### src/rtl/shop_port_arbiter_v_pkg.sv
// Shared definitions for the shop_v command-port arbiter: default sizes,
// end-of-dialogue prompt and flush word (right-justified ASCII), FSM states.
package shop_port_arbiter_v_pkg;

   localparam int unsigned NUM_TERM_DEF     = 4;
   localparam int unsigned I_U_BITS_DEF     = 4;
   localparam int unsigned I_A_BITS_DEF     = 56;
   localparam int unsigned O_A_BITS_DEF     = 72;
   localparam int unsigned RSP_WAIT_DEF     = 4;
   localparam int unsigned IDLE_TIMEOUT_DEF = 64;
   localparam int unsigned FLUSH_MAX_DEF    = 4;

   localparam logic [31:0] PROMPT_ASCII = 32'h436d_643f;  // "Cmd?"
   localparam logic [31:0] FLUSH_ASCII  = 32'h4e4f_4e45;  // "NONE"

   typedef enum logic [2:0] {
      ST_IDLE,
      ST_SETUP,
      ST_PULSE,
      ST_WAIT,
      ST_RESP,
      ST_HOLD,
      ST_FLUSH
   } arb_state_t;

endpackage

### src/rtl/shop_rr_pick_v.sv
// Combinational round-robin picker: scans req starting at ptr and returns the
// first requester as a one-hot grant plus its index.
//  req    in  NUM_TERM  request vector
//  ptr    in  PTR_W     index scanned first
//  gnt_c  out NUM_TERM  one-hot winner, 0 when no request
//  idx_c  out PTR_W     index of the winner (0 when no request)
module shop_rr_pick_v #(
   parameter  int unsigned NUM_TERM = 4,
   localparam int unsigned PTR_W    = $clog2(NUM_TERM)
) (
   input  logic [NUM_TERM-1:0] req,
   input  logic [PTR_W-1:0]    ptr,
   output logic [NUM_TERM-1:0] gnt_c,
   output logic [PTR_W-1:0]    idx_c
);

   logic [PTR_W:0]   sum;
   logic [PTR_W-1:0] k;
   logic             found;

   // ptr and i are both below NUM_TERM, so one conditional subtract wraps the sum
   always_comb begin
      gnt_c = '0;
      idx_c = '0;
      found = 1'b0;
      sum   = '0;
      k     = '0;
      for (int i = 0; i < NUM_TERM; i++) begin
         sum = {1'b0, ptr} + (PTR_W+1)'(i);
         if (sum >= (PTR_W+1)'(NUM_TERM)) sum = sum - (PTR_W+1)'(NUM_TERM);
         k = PTR_W'(sum);
         if (!found && req[k]) begin
            found    = 1'b1;
            gnt_c[k] = 1'b1;
            idx_c    = k;
         end
      end
   end

endmodule

### src/rtl/shop_port_arbiter_v.sv
// Shares the single shop_v command port between NUM_TERM terminals. One
// terminal holds the lock for a whole dialogue, until the shop answers with
// the prompt; an owner that goes silent is flushed back to the prompt.
//  i_clk, i_reset        clock, async active-high reset
//  i_req/i_term_u/i_term_a  per-terminal word requests and payloads (flat)
//  o_gnt, o_ack, o_rsp_vld  per-terminal lock owner, capture pulse, response pulse
//  o_rsp_a               last captured shop response
//  o_err                 sticky flush failure
//  o_shop_rdy/u/a, i_shop_a  shop_v command port
module shop_port_arbiter_v
   import shop_port_arbiter_v_pkg::*;
#(
   parameter int unsigned NUM_TERM     = NUM_TERM_DEF,
   parameter int unsigned I_U_NUM_BITS = I_U_BITS_DEF,
   parameter int unsigned I_A_NUM_BITS = I_A_BITS_DEF,
   parameter int unsigned O_A_NUM_BITS = O_A_BITS_DEF,
   parameter int unsigned RSP_WAIT     = RSP_WAIT_DEF,
   parameter int unsigned IDLE_TIMEOUT = IDLE_TIMEOUT_DEF,
   parameter int unsigned FLUSH_MAX    = FLUSH_MAX_DEF,
   parameter logic [31:0] PROMPT       = PROMPT_ASCII,
   parameter logic [31:0] FLUSH_WORD   = FLUSH_ASCII
) (
   input  logic                             i_clk,
   input  logic                             i_reset,
   input  logic [NUM_TERM-1:0]              i_req,
   input  logic [NUM_TERM*I_U_NUM_BITS-1:0] i_term_u,
   input  logic [NUM_TERM*I_A_NUM_BITS-1:0] i_term_a,
   output logic [NUM_TERM-1:0]              o_gnt,
   output logic [NUM_TERM-1:0]              o_ack,
   output logic [NUM_TERM-1:0]              o_rsp_vld,
   output logic [O_A_NUM_BITS-1:0]          o_rsp_a,
   output logic                             o_err,
   output logic                             o_shop_rdy,
   output logic [I_U_NUM_BITS-1:0]          o_shop_u,
   output logic [I_A_NUM_BITS-1:0]          o_shop_a,
   input  logic [O_A_NUM_BITS-1:0]          i_shop_a
);

   localparam int unsigned PTR_W   = $clog2(NUM_TERM);
   localparam int unsigned WAIT_W  = 4;
   localparam int unsigned IDLE_W  = $clog2(IDLE_TIMEOUT + 1);
   localparam int unsigned FLUSH_W = $clog2(FLUSH_MAX + 1);

   arb_state_t          state;
   logic [PTR_W-1:0]    rr_ptr;
   logic [PTR_W-1:0]    owner_idx;
   logic [WAIT_W-1:0]   wait_cnt;
   logic [IDLE_W-1:0]   idle_cnt;
   logic [FLUSH_W-1:0]  flush_cnt;
   logic                flushing;

   logic [NUM_TERM-1:0]     pick_gnt;
   logic [PTR_W-1:0]        pick_idx;
   logic [PTR_W-1:0]        sel_idx;
   logic [I_U_NUM_BITS-1:0] sel_u;
   logic [I_A_NUM_BITS-1:0] sel_a;
   logic                    owner_req;
   logic                    prompt_seen;
   logic [PTR_W-1:0]        next_ptr;

   shop_rr_pick_v #(.NUM_TERM(NUM_TERM)) u_pick (
      .req   (i_req),
      .ptr   (rr_ptr),
      .gnt_c (pick_gnt),
      .idx_c (pick_idx)
   );

   // Payload of the terminal being captured: the round-robin winner in IDLE, the owner otherwise
   always_comb begin
      sel_idx = (state == ST_IDLE) ? pick_idx : owner_idx;
      sel_u   = '0;
      sel_a   = '0;
      for (int k = 0; k < NUM_TERM; k++) begin
         if (PTR_W'(k) == sel_idx) begin
            sel_u = i_term_u[k*I_U_NUM_BITS +: I_U_NUM_BITS];
            sel_a = i_term_a[k*I_A_NUM_BITS +: I_A_NUM_BITS];
         end
      end
      owner_req   = i_req[owner_idx];
      prompt_seen = (o_rsp_a == O_A_NUM_BITS'(PROMPT));
      next_ptr    = (owner_idx == PTR_W'(NUM_TERM - 1)) ? '0 : owner_idx + PTR_W'(1);
   end

   // Dialogue FSM with registered outputs
   always_ff @(posedge i_clk or posedge i_reset) begin
      if (i_reset) begin
         state      <= ST_IDLE;
         rr_ptr     <= '0;
         owner_idx  <= '0;
         wait_cnt   <= '0;
         idle_cnt   <= '0;
         flush_cnt  <= '0;
         flushing   <= 1'b0;
         o_gnt      <= '0;
         o_ack      <= '0;
         o_rsp_vld  <= '0;
         o_rsp_a    <= '0;
         o_err      <= 1'b0;
         o_shop_rdy <= 1'b0;
         o_shop_u   <= '0;
         o_shop_a   <= '0;
      end else begin
         o_ack     <= '0;
         o_rsp_vld <= '0;
         case (state)
            ST_IDLE: begin
               if (|i_req) begin
                  o_gnt     <= pick_gnt;
                  owner_idx <= pick_idx;
                  o_shop_u  <= sel_u;
                  o_shop_a  <= sel_a;
                  o_ack     <= pick_gnt;
                  flushing  <= 1'b0;
                  state     <= ST_SETUP;
               end
            end
            ST_SETUP: begin
               o_shop_rdy <= 1'b1;
               state      <= ST_PULSE;
            end
            ST_PULSE: begin
               o_shop_rdy <= 1'b0;
               wait_cnt   <= '0;
               state      <= ST_WAIT;
            end
            ST_WAIT: begin
               if (wait_cnt == WAIT_W'(RSP_WAIT - 1)) begin
                  o_rsp_a <= i_shop_a;
                  // flush answers are internal to the arbiter
                  if (!flushing) o_rsp_vld <= o_gnt;
                  state <= ST_RESP;
               end else begin
                  wait_cnt <= wait_cnt + WAIT_W'(1);
               end
            end
            ST_RESP: begin
               if (prompt_seen) begin
                  o_gnt  <= '0;
                  rr_ptr <= next_ptr;
                  state  <= ST_IDLE;
               end else if (!flushing) begin
                  idle_cnt <= '0;
                  state    <= ST_HOLD;
               end else if (flush_cnt == FLUSH_W'(FLUSH_MAX)) begin
                  o_err  <= 1'b1;
                  o_gnt  <= '0;
                  rr_ptr <= next_ptr;
                  state  <= ST_IDLE;
               end else begin
                  state <= ST_FLUSH;
               end
            end
            ST_HOLD: begin
               // owner request beats a timeout landing in the same cycle
               if (owner_req) begin
                  o_shop_u <= sel_u;
                  o_shop_a <= sel_a;
                  o_ack    <= o_gnt;
                  state    <= ST_SETUP;
               end else if (idle_cnt == IDLE_W'(IDLE_TIMEOUT - 1)) begin
                  flushing  <= 1'b1;
                  flush_cnt <= '0;
                  state     <= ST_FLUSH;
               end else begin
                  idle_cnt <= idle_cnt + IDLE_W'(1);
               end
            end
            ST_FLUSH: begin
               o_shop_u  <= '0;
               o_shop_a  <= I_A_NUM_BITS'(FLUSH_WORD);
               flush_cnt <= flush_cnt + FLUSH_W'(1);
               state     <= ST_SETUP;
            end
            default: state <= ST_IDLE;
         endcase
      end
   end

endmodule

### config.mk
export PLATFORM = sky130hd
export DESIGN_NAME = shop_port_arbiter_v
export DESIGN_NICKNAME = d
export VERILOG_FILES = /design/src/rtl/shop_port_arbiter_v_pkg.sv /design/src/rtl/shop_rr_pick_v.sv /design/src/rtl/shop_port_arbiter_v.sv
export SDC_FILE = /design/constraint.sdc
export NUM_CORES = 1
export LEC_CHECK = 0
export ABC_AREA = 1
export CORE_AREA = 4 4 180 182
export DETAILED_ROUTE_END_ITERATION = 6
export DIE_AREA = 0 0 184 186
export GPL_ROUTABILITY_DRIVEN = 0
export PLACE_DENSITY_LB_ADDON = 0.2
export SKIP_CTS_REPAIR_TIMING = 1
export SLEW_MARGIN = 5
export SYNTH_ARGS = -nofsm -noshare
export SYNTH_HDL_FRONTEND = slang
export SYNTH_SLANG_ARGS = --single-unit
### constraint.sdc
create_clock -name i_clk -period 10.4 [get_ports i_clk]
set_clock_uncertainty 0.05 [all_clocks]
set_input_delay 2.08 -clock i_clk [delete_from_list [all_inputs] [get_ports i_clk]]
set_output_delay 2.08 -clock i_clk [all_outputs]
set_load 0.005 [all_outputs]
======== Yosys cells after proc, flatten, opt, wreduce, memory -nomap -nowiden ========
Cells that the tools add are included.
W data, S select, Z words.
storage, ports and cells
  bits in registers ....................... 168
  bits in latches ......................... 0
  memory bits (writable) .................. 0
  ROM bits ................................ 0
  bits of input ports ..................... 318
  output and inout port bits .............. 146
  logic and storage cells ................. 188
  memories kept ........................... 0
operators by class
  add/sub/neg operators ................... 11
  multiply operators ...................... 0
  divide/modulo/power cells ............... 0
  $lt $le $gt $ge ......................... 13
  eq/ne operators ......................... 26
  shift operators ......................... 0
  muxes and demuxes ....................... 86
  bitwise logic cells ..................... 4
  reductions and logical operators ........ 33
operators by type and width
  cell                    count
  $mux W56                6
  $pmux W56 S3            1
  $mux W4                 20
  $eq A72 B31 Y1 const B  1
  $mux W7                 4
  $mux W3                 9
  $mux W2                 13
  $pmux W4 S2             3
  $pmux W3 S7             1
  $ne A2 B2 Y1 const B    8
  $reduce_bool A2 Y1      8
  $lt A2 B3 Y1 const B    5
  $mux W1                 15
  $pmux W7 S2             1
  $eq A3 B3 Y1 const B    4
  $or A4 B4 Y4            3
  $pmux W4 S3             1
  $reduce_and A3 Y1       4
  $reduce_and A4 Y1       3
  $bmux W1 S2             5
  $ge A3 B3 Y1 const B    3
  $ne A3 B3 Y1 const B    3
  $demux W1 S2            4
  $ge A2 B1 Y1 const B    4
  27 further kinds        44

======== Logic depth before layout (Yosys ltp) ========
Gate-level depths: netlist (run 1).
  depth in word-level cells ............... 22
  gate-level depth with buffers ........... 20
  gate-level depth less buffers ........... 18

======== Modules after synthesis ========
From an unflattened synthesis (run 1), not the netlist that was laid out.
unflattened totals
  cells, all modules ...................... 1,294
  area, all modules ....................... 9,317.7 µm²
modules (own cells, without submodules)
  module               instances  cells each  area an instance (µm²)  sequential area each (µm²)
  shop_port_arbiter_v  1          1,212       8,802.2                 4,204.0
  shop_rr_pick_v       1          82          515.5                   0.0

======== Worst setup path after synthesis (run 1) ========
OpenSTA, ideal clock, no wires.
  path type ............................... input port to flip-flop
  start point ............................. input port i_req[1]
  end point ............................... register o_shop_a[31]
  library setup time ...................... 0.116 ns
  data arrival time ....................... 3.432 ns
  path slack .............................. 6.802 ns
  cell stages on the path ................. 16
  buffers on the path ..................... 2
  cell sequence ........................... inv_1 -> nand2_1 -> nand3_2 -> nand2_4 -> nor2_8 -> nand2_2 -> nand2_2 -> nand3_2 -> nand2_4 -> nand2_4 -> buf_6 -> buf_6 -> o21ai_1 -> inv_1 -> nand2_1 -> nand2_1
between the ends
  word-level cells in the longest chain between the ends .. 20
  elaborated cells between the ends (all ways) .. 39
ends and longest elaborated chain
  element                             line                                                    text
  start: declaration                  shop_port_arbiter_v.sv:25                               input logic [NUM_TERM-1:0] i_req,
  $bmux W1 S2                         shop_rr_pick_v.sv:32                                    if (!found && req[k]) begin
  $mux W1 (implied by the code)       shop_rr_pick_v.sv:32
  $mux W1                             shop_rr_pick_v.sv:32
  $logic_not A1 Y1                    shop_rr_pick_v.sv:32
  $logic_and A1 B1 Y1                 shop_rr_pick_v.sv:32
  $mux W1                             shop_rr_pick_v.sv:32
  $logic_not A1 Y1                    shop_rr_pick_v.sv:32
  $logic_and A1 B1 Y1                 shop_rr_pick_v.sv:32
  $mux W1                             shop_rr_pick_v.sv:32
  $logic_not A1 Y1                    shop_rr_pick_v.sv:32
  $logic_and A1 B1 Y1                 shop_rr_pick_v.sv:32
  $mux W2                             shop_rr_pick_v.sv:32
  $mux W2                             shop_port_arbiter_v.sv:70                               sel_idx = (state == ST_IDLE) ? pick_idx : owner_idx;
  $logic_not A2 Y1                    shop_port_arbiter_v.sv:74                               if (PTR_W'(k) == sel_idx) begin
  $mux W56 (4 in a row)               shop_port_arbiter_v.sv:74
  $mux W56, on equally long branches  shop_port_arbiter_v.sv:155, shop_port_arbiter_v.sv:107
  $pmux W56 S3                        shop_port_arbiter_v.sv:105                              case (state)
  end signal: assignment              shop_port_arbiter_v.sv:111                              o_shop_a <= sel_a;
  end signal: assignment              shop_port_arbiter_v.sv:157                              o_shop_a <= sel_a;
  end signal: assignment              shop_port_arbiter_v.sv:170                              o_shop_a <= I_A_NUM_BITS'(FLUSH_WORD);
  end: declaration                    shop_port_arbiter_v.sv:35                               output logic [I_A_NUM_BITS-1:0] o_shop_a,
Several ways; a longest one is shown, not always the timed one. The select of a mux whose other input is x is not followed.
A chain may end at the register's enable or synchronous reset.

======== Final worst setup path (run 1) ========
  start point ............................. input port i_req[1]
  end point ............................... register o_shop_a[20]
The elaborated chain is that of the path after synthesis.

==> results.md, run 1 <==
- Stages on worst setup path: 15
- Sum of negative setup slack: 0 ns
- Reg power frac: 28.3%
- Power Total: 4050 uW
- PortBufs: 463
- Synth Flop Type: dfrtp_1
- Initial antenna violation count: 8
- Crit-path cells: clkdlybuf4s50_1, inv_1, nand2_1, nand3_2, nand2_4, nor2_2, nor2_2, nand2_2, nand3_2, nand2_4, nand2_4, o21ai_0, inv_1, nand2_1, nand2_1
- Maximum fanout along the worst path: 79
- Global route overflow: 0
- Filler cells: 3087
- Min-delay worst type: flop to flop
- RR Startpoint: rr_ptr[0]$_DFFE_PP0P_
- First-pass GRT wire length: 57300 um
- CP max stage delay: 0.65 ns
- Die area: 0.0342 mm2
- Post-Layout Cell Count: 2225
- Wirelength per Cell: 17.2 um
- Layout cell share with drive strength beyond 1: 4.06%
- Final #Nets: 2139
- Clk root buf: clkbuf_16
- CORE AREA: 0.0306 mm2
- Worst r2r path cells: 15
- Total net switching power: 1780 uW
- Initial DRC count: 785
- Req. time, crit path: 10.67 ns
- Peak Freq: 196 MHz
- Max-cap viol count: 0
- Crit Path Class: primary input to flop
- CTS sink count: 168
- Pwr dens: 267 mW/mm2
- # DRC: 0
- Worst Path Arrival: 5.37 ns
- H-tree levels: 4
- Syn Inst Count: 1387
- Largest net degree at the start of global routing: 95
- Post-Syn Nets: 1716
- Tightest Pin Transition: 1.01 ns
- Synth Cell Area: 0.00964 mm2
- Type of element capturing the critical path: flop
- Layout area overhead: 57.0%
- FF+latch count, synth: 168
- Number of synthesized flops with an enable pin: 0
- End-of-flow core utilization: 49.5%
- RSZ-0062 raised after global routing: false
- Clock Path Buffers: 2
- Clock Power Share: 16.8%
- Fin. Hold Viols: 0
- Register area share after synthesis: 43.6%
- Asr flop ratio synth: 100%
- Clock Latency Late Sink: 0.44 ns
- Slowest stage cell on the critical path: nand2_4
- Die Y: 186 um
- Logic pwr share: 54.9%
- ANT nets after route: 0
- Post-synth cell types: 38
- Worst reg2reg setup slack: 6.37 ns
- Via count: 10400
- Die Wd: 184 um
- Critical path destination: o_shop_a[20]$_DFFE_PP0P_
- Post-layout min period: 5.09 ns
- Final Setup Violations: 0
- Worst-path clk slew: 0.07 ns
- Count of warnings emitted by yosys: 0
- Startpoint Class: primary input
- Tcrit/Tclk final: 49.0%
- Slew margin rel.: 32.4%
- Site Rows: 64
- Final Max Slew Viols: 0
- Pint: 2260 uW
- Switch share: 44.1%
- Status: finished, final reports clean
- Starting density of the core: 31.5%
- Buf+Inv Stages, Crit Path: 3
- Vias in the first global route: 10200
- Via/cell ratio: 4.69
- Reg2reg end: o_shop_a[20]$_DFFE_PP0P_
- Peak VDD IR: 0.272 mV
- Gr usage total: 21.4%
- Detailed Place HPWL: 28800 um
- CTS tree: built
- Total CTS buffers: 17
- WL final: 38400 um
- I/O pin count: 464
- DRT Pass-1 Iters: 5
- Cells after DPL: 2187
- Top Family by Delay on Critical Path: simple AND/OR/NAND/NOR gates
- Syn avg cell area: 6.95 um2
- Cell leakage power: 0.00725 uW
- Worst Setup SP: i_req[1]
[placed cells by master, fill, tap and decap left out, drive strengths merged, types with 6 or more instances in the layout]
| master | Yosys | routed |
|---|---|---|
| dfrtp | 168 | 168 |
| xor2 | 6 | 6 |
| clkbuf | 26 | 17 |
| diode | 0 | 6 |
| nand4 | 13 | 13 |
| nor2 | 93 | 93 |
| inv | 167 | 174 |
| a21oi | 6 | 6 |
| buf | 40 | 7 |
| nand3 | 183 | 183 |
| nand2 | 544 | 544 |
| clkinv | 1 | 8 |
| clkdlybuf4s50 | 0 | 463 |
| nor3 | 6 | 6 |
| ha | 11 | 11 |
| o21ai | 102 | 102 |
[logic make-up (layout without fill, tap and decap cells)]
kind of cell | Yosys count | count (layout) | share of synthesized area, %
AO/OA/AOI/OAI | 120 | 120 | 6.57
XOR/XNOR | 7 | 7 | 0.636
adder cells (fa/ha/maj) | 11 | 11 | 1.43
buffers and inverters | 234 | 670 | 10.4
flip-flops | 168 | 168 | 43.6
other | 0 | 6 | 0
AND/OR/NAND/NOR | 847 | 847 | 37.4
[synthesized netlist by cell type (8+ instances only)]
library cell	n	area [um2]
nor2_1	88	330
nand4_1	13	81.3
nand3_1	177	886
o21ai_0	89	445
inv_1	159	597
o21ai_1	13	65.1
ha_1	11	138
dfrtp_1	168	4200
nand2_1	532	2000
buf_6	8	90.1
buf_2	25	125
clkbuf_1	26	97.6
[state kept, by name (all words and copies together), names as in the netlist]
name        cells
o_rsp_a        72
o_shop_a       56
idle_cnt        7
o_ack           4
o_gnt           4
o_rsp_vld       4
o_shop_u        4
wait_cnt        4
flush_cnt       3
state           3
owner_idx       2
rr_ptr          2
flushing        1
o_err           1
o_shop_rdy      1
[routing by layer]
layer  track usage (%)  vias up  share of wire [%]
li1                  -     5190                  -
met2              35.5      396                 49
met1              25.8     4772                 40
met3              7.47       70                8.6
met4              8.16        6                2.9
met5                 0        -               0.13
[stage by stage]
stage          setup slack (ns)  area (um2)  hold slack (ns)
2_1_floorplan              3.72        9640            0.384
3_3_place_gp               4.98       14500            0.407
3_5_place_dp               4.90       14500            0.418
4_1_cts                    5.37       15100            0.437
5_1_grt                    4.97       15100            0.449
6_report                   5.31       15100            0.431
[power by group through the flow]
stage,Combinational (uW),Sequential [uW],Clock (uW)
global placement,2210,1150,0
global route,2490,1190,730
floorplan,1210,1140,0
CTS,2250,1150,704
detailed placement,2250,1150,0
finish,2220,1150,680
[worst reg2reg max path, cell delays in order (launching register included)]
cell and delay, ns:
dfrtp_1 0.68, inv_6 0.12, ha_1 0.38, inv_1 0.11, nand3_1 0.10, nand2_1 0.10
nor2_2 0.24, nor2_2 0.05, nand2_2 0.10, nand3_2 0.09, nand2_4 0.65, nand2_4 0.69
o21ai_0 0.39, inv_1 0.07, nand2_1 0.07, nand2_1 0.05
[final cells by class]
cell class	count	area [um2]	area share, %
Tap cell	396	495	3.27
Sequential cell	168	4200	27.8
Timing Repair Buffer	470	4690	31.0
Clock inverter	15	215	1.42
Multi-Input combinational cell	985	4450	29.4
Inverter	168	641	4.23
Antenna cell	6	15.0	0.0992
Clock buffer	17	425	2.81
[how the worst min path moves through the flow]
stage                     slack [ns]                startpoint  cells past startpoint                        to
final                           0.43   wait_cnt[3]$_DFFE_PP0P_                      1   wait_cnt[3]$_DFFE_PP0P_
after detailed placement        0.42    o_shop_rdy$_DFFE_PP0P_                      2    o_shop_rdy$_DFFE_PP0P_
after global routing            0.45  o_shop_a[20]$_DFFE_PP0P_                      2  o_shop_a[20]$_DFFE_PP0P_
after global placement          0.41   wait_cnt[3]$_DFFE_PP0P_                      1   wait_cnt[3]$_DFFE_PP0P_
after CTS                       0.44  o_shop_a[20]$_DFFE_PP0P_                      2  o_shop_a[20]$_DFFE_PP0P_
after floorplan                 0.38   wait_cnt[3]$_DFFE_PP0P_                      1   wait_cnt[3]$_DFFE_PP0P_
No activity file was read; power rests on OpenSTA's default activity.
==> inputs of run 2 (changes only) <==
clock period = 4.9 ns   (was 10.4 ns; I/O delays follow)
==> run 2 against run 1 <==
Utilization is essentially flat. Largest cell class unchanged. Register-to-register slack lost 5.0 ns. Highest routed layer is now met4. Worst setup slack lost 3.9 ns. Total power grew 110%. Clock power grew 100%.
==> results.md, run 2 (same netlist as run 1, synthesis figures left out) <==
- Status: finished, final reports clean
- Peak VDD IR: 0.259 mV
- Final #Nets: 2144
- Cells after DPL: 2192
- DRT Pass-1 Iters: 5
- Max reg flops: 72
- Commonest non-fill, non-tap cells in the layout: 532 x nand2_1, 463 x clkdlybuf4s50_1, 177 x nand3_1
- CTS sink count: 168
- Min-delay worst type: flop to flop
- Detailed Place HPWL: 29700 um
- Top routing layer in use: met4
- H-tree levels: 4
- Met3 wire length: 3040 um
- ANT nets after route: 0
- Maximum fanout along the worst path: 67
- Most common cell after layout, fill and taps aside: nand2_1
- Gr usage total: 21.6%
- RSZ-0062 raised after global routing: false
- Starting density of the core: 31.5%
- Site Rows: 64
- Max-cap viol count: 0
- Metal2 WL: 19100 um
- Final Max Slew Viols: 0
- Final Setup Violations: 0
- Final setup margin: 1.41 ns
- Cell leakage power: 0.00727 uW
- Worst Path Arrival: 3.76 ns
- Clock Path Buffers: 2
- I/O pin count: 464
- Pre-CTS setup slack: 1.01 ns
- PortBufs: 463
- CTS tree: built
- Worst hold stages: 2
- Initial DRC count: 689
- Req. time, crit path: 5.17 ns
- Area of the multi-input gates: 0.00445 mm2
- Layout area overhead: 57.1%
- Peak Freq: 287 MHz
- WL met1: 15400 um
- Startpoint Class: flop
- Post-layout min period: 3.49 ns
- Worst-path clk slew: 0.08 ns
- Initial antenna violation count: 2
- Slew margin rel.: 42.8%
- Fin. Hold Viols: 0
- Tcrit/Tclk final: 71.2%
- Die Wd: 184 um
- Sum of negative setup slack: 0 ns
- Die Y: 186 um
- Total CTS buffers: 17
- Wirelength per Cell: 17.4 um
- Post-Layout Cell Count: 2226
- Via/cell ratio: 4.75
- Global route overflow: 0
- Clk root buf: clkbuf_16
- Pwr dens: 568 mW/mm2
- Worst r2r path cells: 15
- Vias in the first global route: 10300
- First-pass GRT wire length: 58000 um
- Type of element capturing the critical path: flop
- WL final: 38700 um
- Layout cell share with drive strength beyond 1: 4.32%
- Tightest Pin Transition: 0.858 ns
- Largest net degree at the start of global routing: 104
- Clock Latency Late Sink: 0.43 ns
- Crit Path Class: flop to flop
- Top reg by flops: o_rsp_a
- Via count: 10600
- Top Registers: o_rsp_a: 72 flops, o_shop_a: 56 flops, idle_cnt: 7 flops
- Filler cells: 3009
- Die area: 0.0342 mm2
- Register Area: 0.00420 mm2
- CORE AREA: 0.0306 mm2
- # DRC: 0
-- run 2: changes by cell type in the layout (fill, tap and decap cells not counted) --
cell        previous run  this run
buf_4                  7        10
buf_12                 0         2
inv_12                 2         0
clkinv_8               6         5
bufinv_16              1         0
inv_6                  6         5
clkinv_2               0         1
diode_2                6         2
inv_8                  1         4
clkinvlp_4             0         1
-- run 2: worst paths after layout --
check / startpoint / to / slack [ns]
worst max-delay path: rr_ptr[0]$_DFFE_PP0P_ / o_shop_a[24]$_DFFE_PP0P_ / 1.41
worst min-delay path: o_shop_a[3]$_DFFE_PP0P_ / o_shop_a[3]$_DFFE_PP0P_ / 0.42
worst max register to register: rr_ptr[0]$_DFFE_PP0P_ / o_shop_a[24]$_DFFE_PP0P_ / 1.41
worst min register to register: o_shop_a[3]$_DFFE_PP0P_ / o_shop_a[3]$_DFFE_PP0P_ / 0.42
max in group asynchronous: i_reset / owner_idx[1]$_DFFE_PP0P_ / 2.94
min in group asynchronous: i_reset / o_shop_a[40]$_DFFE_PP0P_ / 0.82
-- run 2: cell type report --
| class | instances | share of cell area [%] |
|---|---|---|
| Multi-Input combinational cell | 985 | 29.4 |
| Clock inverter | 15 | 1.16 |
| Sequential cell | 168 | 27.8 |
| Clock buffer | 17 | 2.81 |
| Antenna cell | 2 | 0.0331 |
| Inverter | 168 | 4.22 |
| Timing Repair Buffer | 475 | 31.4 |
| Tap cell | 396 | 3.27 |
-- run 2: per-stage QoR --
stage	util, %	hold slack [ns]	area (um2)	power (uW)
2_1_floorplan	-	0.384	9640	5000
3_3_place_gp	47.5	0.409	14500	7210
3_5_place_dp	47.5	0.414	14500	7270
4_1_cts	49.5	0.428	15100	8700
5_1_grt	49.5	0.449	15100	9370
6_report	49.5	0.424	15100	8600
-- run 2: critical path, stage by stage (launching register included) --
cell and delay [ns]:
dfrtp_1 0.68, inv_6 0.12, ha_1 0.39, inv_1 0.12, nand3_1 0.10, nand2_1 0.12, nor2_8 0.15, nand3_2 0.10
nand2_1 0.07, nand2_1 0.09, nand2_4 0.30, nand2_4 0.46, o21ai_1 0.33, clkinv_1 0.12, nand2_1 0.08, nand2_1 0.04
-- run 2: per-layer routing --
layer | track usage, % | vias up
met2 | 36.0 | 421
met1 | 27.4 | 4887
li1 | - | 5196
met5 | 0 | -
met3 | 5.49 | 65
met4 | 7.60 | 0
-- run 2: power breakdown --
group	internal, uW	total, uW	leakage, uW	switching [uW]
clock	693	1390	0.000294	699
combinational	2080	4780	0.00507	2690
sequential	2000	2430	0.00190	431
==> inputs of run 3 (changes only) <==
clock period = 3 ns   (was 4.9 ns; I/O delays follow)
==> run 3 against run 2 <==
Clock power up 65%. Largest cell class unchanged. Critical endpoint is now o_shop_a[8]$_DFFE_PP0P_. Combinational power rose by 73%. Cell area grew 2.4%. Via count rose by 0.23%. Cell count increased by 1.2%. First-iteration DRC count up 0.29%. Maximum frequency grew 26%. Wire length rose by 0.17%. Die area unchanged. Sequential share of layout area shrank 0.65 points.
==> results.md, run 3 (same netlist as run 1, synthesis figures left out) <==
- Worst r2r path cells: 18
- Peak Freq: 360 MHz
- H-tree levels: 4
- Req. time, crit path: 3.32 ns
- Layout cell share with drive strength beyond 1: 5.71%
- Vias in the first global route: 10500
- Peak VDD IR: 0.421 mV
- Top Registers: o_rsp_a: 72 flops, o_shop_a: 56 flops, idle_cnt: 7 flops
- Pwr dens: 936 mW/mm2
- Hold_sp: o_shop_a[31]$_DFFE_PP0P_
- Global route overflow: 0
- Switch share: 43.3%
- Clock Power Share: 15.8%
- Dpl cell area: 0.0149 mm2
- Slew margin rel.: 60.4%
- Final Max Slew Viols: 0
- Startpoint Class: flop
- Fin. Hold Viols: 0
- Via/cell ratio: 4.70
- # DRC: 0
- Clock Latency Late Sink: 0.43 ns
- Clk root buf: clkbuf_16
- Die Y: 186 um
- Min-delay worst type: flop to flop
- Clock Path Buffers: 2
- Commonest non-fill, non-tap cells in the layout: 532 x nand2_1, 463 x clkdlybuf4s50_1, 177 x nand3_1
- Post-layout min period: 2.78 ns
- Final #Nets: 2171
- Status: finished, final reports clean
- Total CTS buffers: 17
- I/O pin count: 464
- Filler cells: 2971
- Max-cap viol count: 0
- Die Wd: 184 um
- Reg2reg end: o_shop_a[8]$_DFFE_PP0P_
- Via count: 10600
- Gr usage total: 21.6%
- CORE AREA: 0.0306 mm2
- Largest net degree at the start of global routing: 89
- Final instance area: 0.0155 mm2
- Worst reg2reg setup slack: 0.22 ns
- Site Rows: 64
- Worst Path Arrival: 3.10 ns
- Die area: 0.0342 mm2
- Type of element capturing the critical path: flop
- WL final: 38800 um
- Worst hold stages: 2
- Reg power frac: 27.4%
- Max reg flops: 72
- Initial DRC count: 691
- Total net switching power: 6290 uW
- Wirelength per Cell: 17.2 um
- ANT nets after route: 0
- Crit Path Class: flop to flop
- Detailed Place HPWL: 30200 um
- Final Setup Violations: 0
- Logic pwr share: 56.8%
- Starting density of the core: 31.5%
- Most common cell after layout, fill and taps aside: nand2_1
- Maximum fanout along the worst path: 31
- Worst-path clk slew: 0.07 ns
- Initial antenna violation count: 2
- Layout area overhead: 60.8%
- Pint: 8220 uW
- End-of-flow core utilization: 50.7%
- Tightest Pin Transition: 0.595 ns
- DRT Pass-1 Iters: 6
- First-pass GRT wire length: 58400 um
- Worst hold slack: 0.428 ns
- RSZ-0062 raised after global routing: false
- CTS tree: built
- CTS sink count: 168
- Top reg by flops: o_rsp_a
- PortBufs: 463
- Tcrit/Tclk final: 92.6%
- Hold Path End: o_shop_a[31]$_DFFE_PP0P_
- Cell leakage power: 0.00745 uW
- RR Startpoint: rr_ptr[0]$_DFFE_PP0P_
## run 3: area by class of cell
type                       count  area (um2)  share of cell area [%]
clock buffer                  17         425                    2.74
clock inverter                15         188                    1.21
antenna                        1        2.50                  0.0161
multi-input combinational    985        4450                    28.7
inverter                     168         639                    4.12
sequential                   168        4200                    27.1
tap                          396         495                    3.20
timing repair buffer         502        5100                    32.9
## run 3: worst max-delay path: stages, from the launching register on
cell     delay [ns]
dfrtp_1        0.42
inv_6          0.08
ha_1           0.37
inv_1          0.12
nand3_1        0.10
nand2_1        0.11
nor2_2         0.26
nor2_2         0.06
nand2_2        0.08
nand3_2        0.09
nand2_4        0.13
buf_12         0.19
nand2_1        0.07
inv_1          0.10
buf_12         0.17
nand2_1        0.07
nand3_1        0.12
nand2_1        0.07
nand2_1        0.05
## run 3: through the flow
step                      power, uW  setup WS [ns]  TNS, ns  instances
final                         14500          0.223        0       2252
after global routing          15800        0.00512        0       2252
after CTS                     14700          0.215        0       2251
after detailed placement      12300        -0.0355  -0.0656       2219
after global placement        12200         0.0299        0       2219
after floorplan                8170          0.209        0       1387
## run 3: worst max path at each step
stage | from | endpoint | cells past startpoint
finish | rr_ptr[0]$_DFFE_PP0P_ | o_shop_a[8]$_DFFE_PP0P_ | 18
global placement | i_req[0] | o_shop_a[45]$_DFFE_PP0P_ | 16
global route | rr_ptr[0]$_DFFE_PP0P_ | o_shop_a[8]$_DFFE_PP0P_ | 18
detailed placement | i_req[2] | o_shop_a[8]$_DFFE_PP0P_ | 17
floorplan | i_reset | flush_cnt[0]$_DFFE_PP0P_ | 1
CTS | rr_ptr[0]$_DFFE_PP0P_ | o_shop_a[8]$_DFFE_PP0P_ | 18
## run 3: power groups by stage
stage	clock network [uW]	registers (uW)	logic (uW)
final	2290	3970	8250
after global routing	2450	4110	9210
after CTS	2360	3970	8330
after detailed placement	0	3990	8280
after global placement	0	3980	8230
after floorplan	0	3950	4210
## run 3: metal layers
layer	vias up	track usage [%]	part of all wire, %
li1	5250	-	-
met3	54	5.75	8.3
met4	2	6.15	2.2
met2	453	36.8	50
met1	4834	27.1	39
met5	-	0	0.034
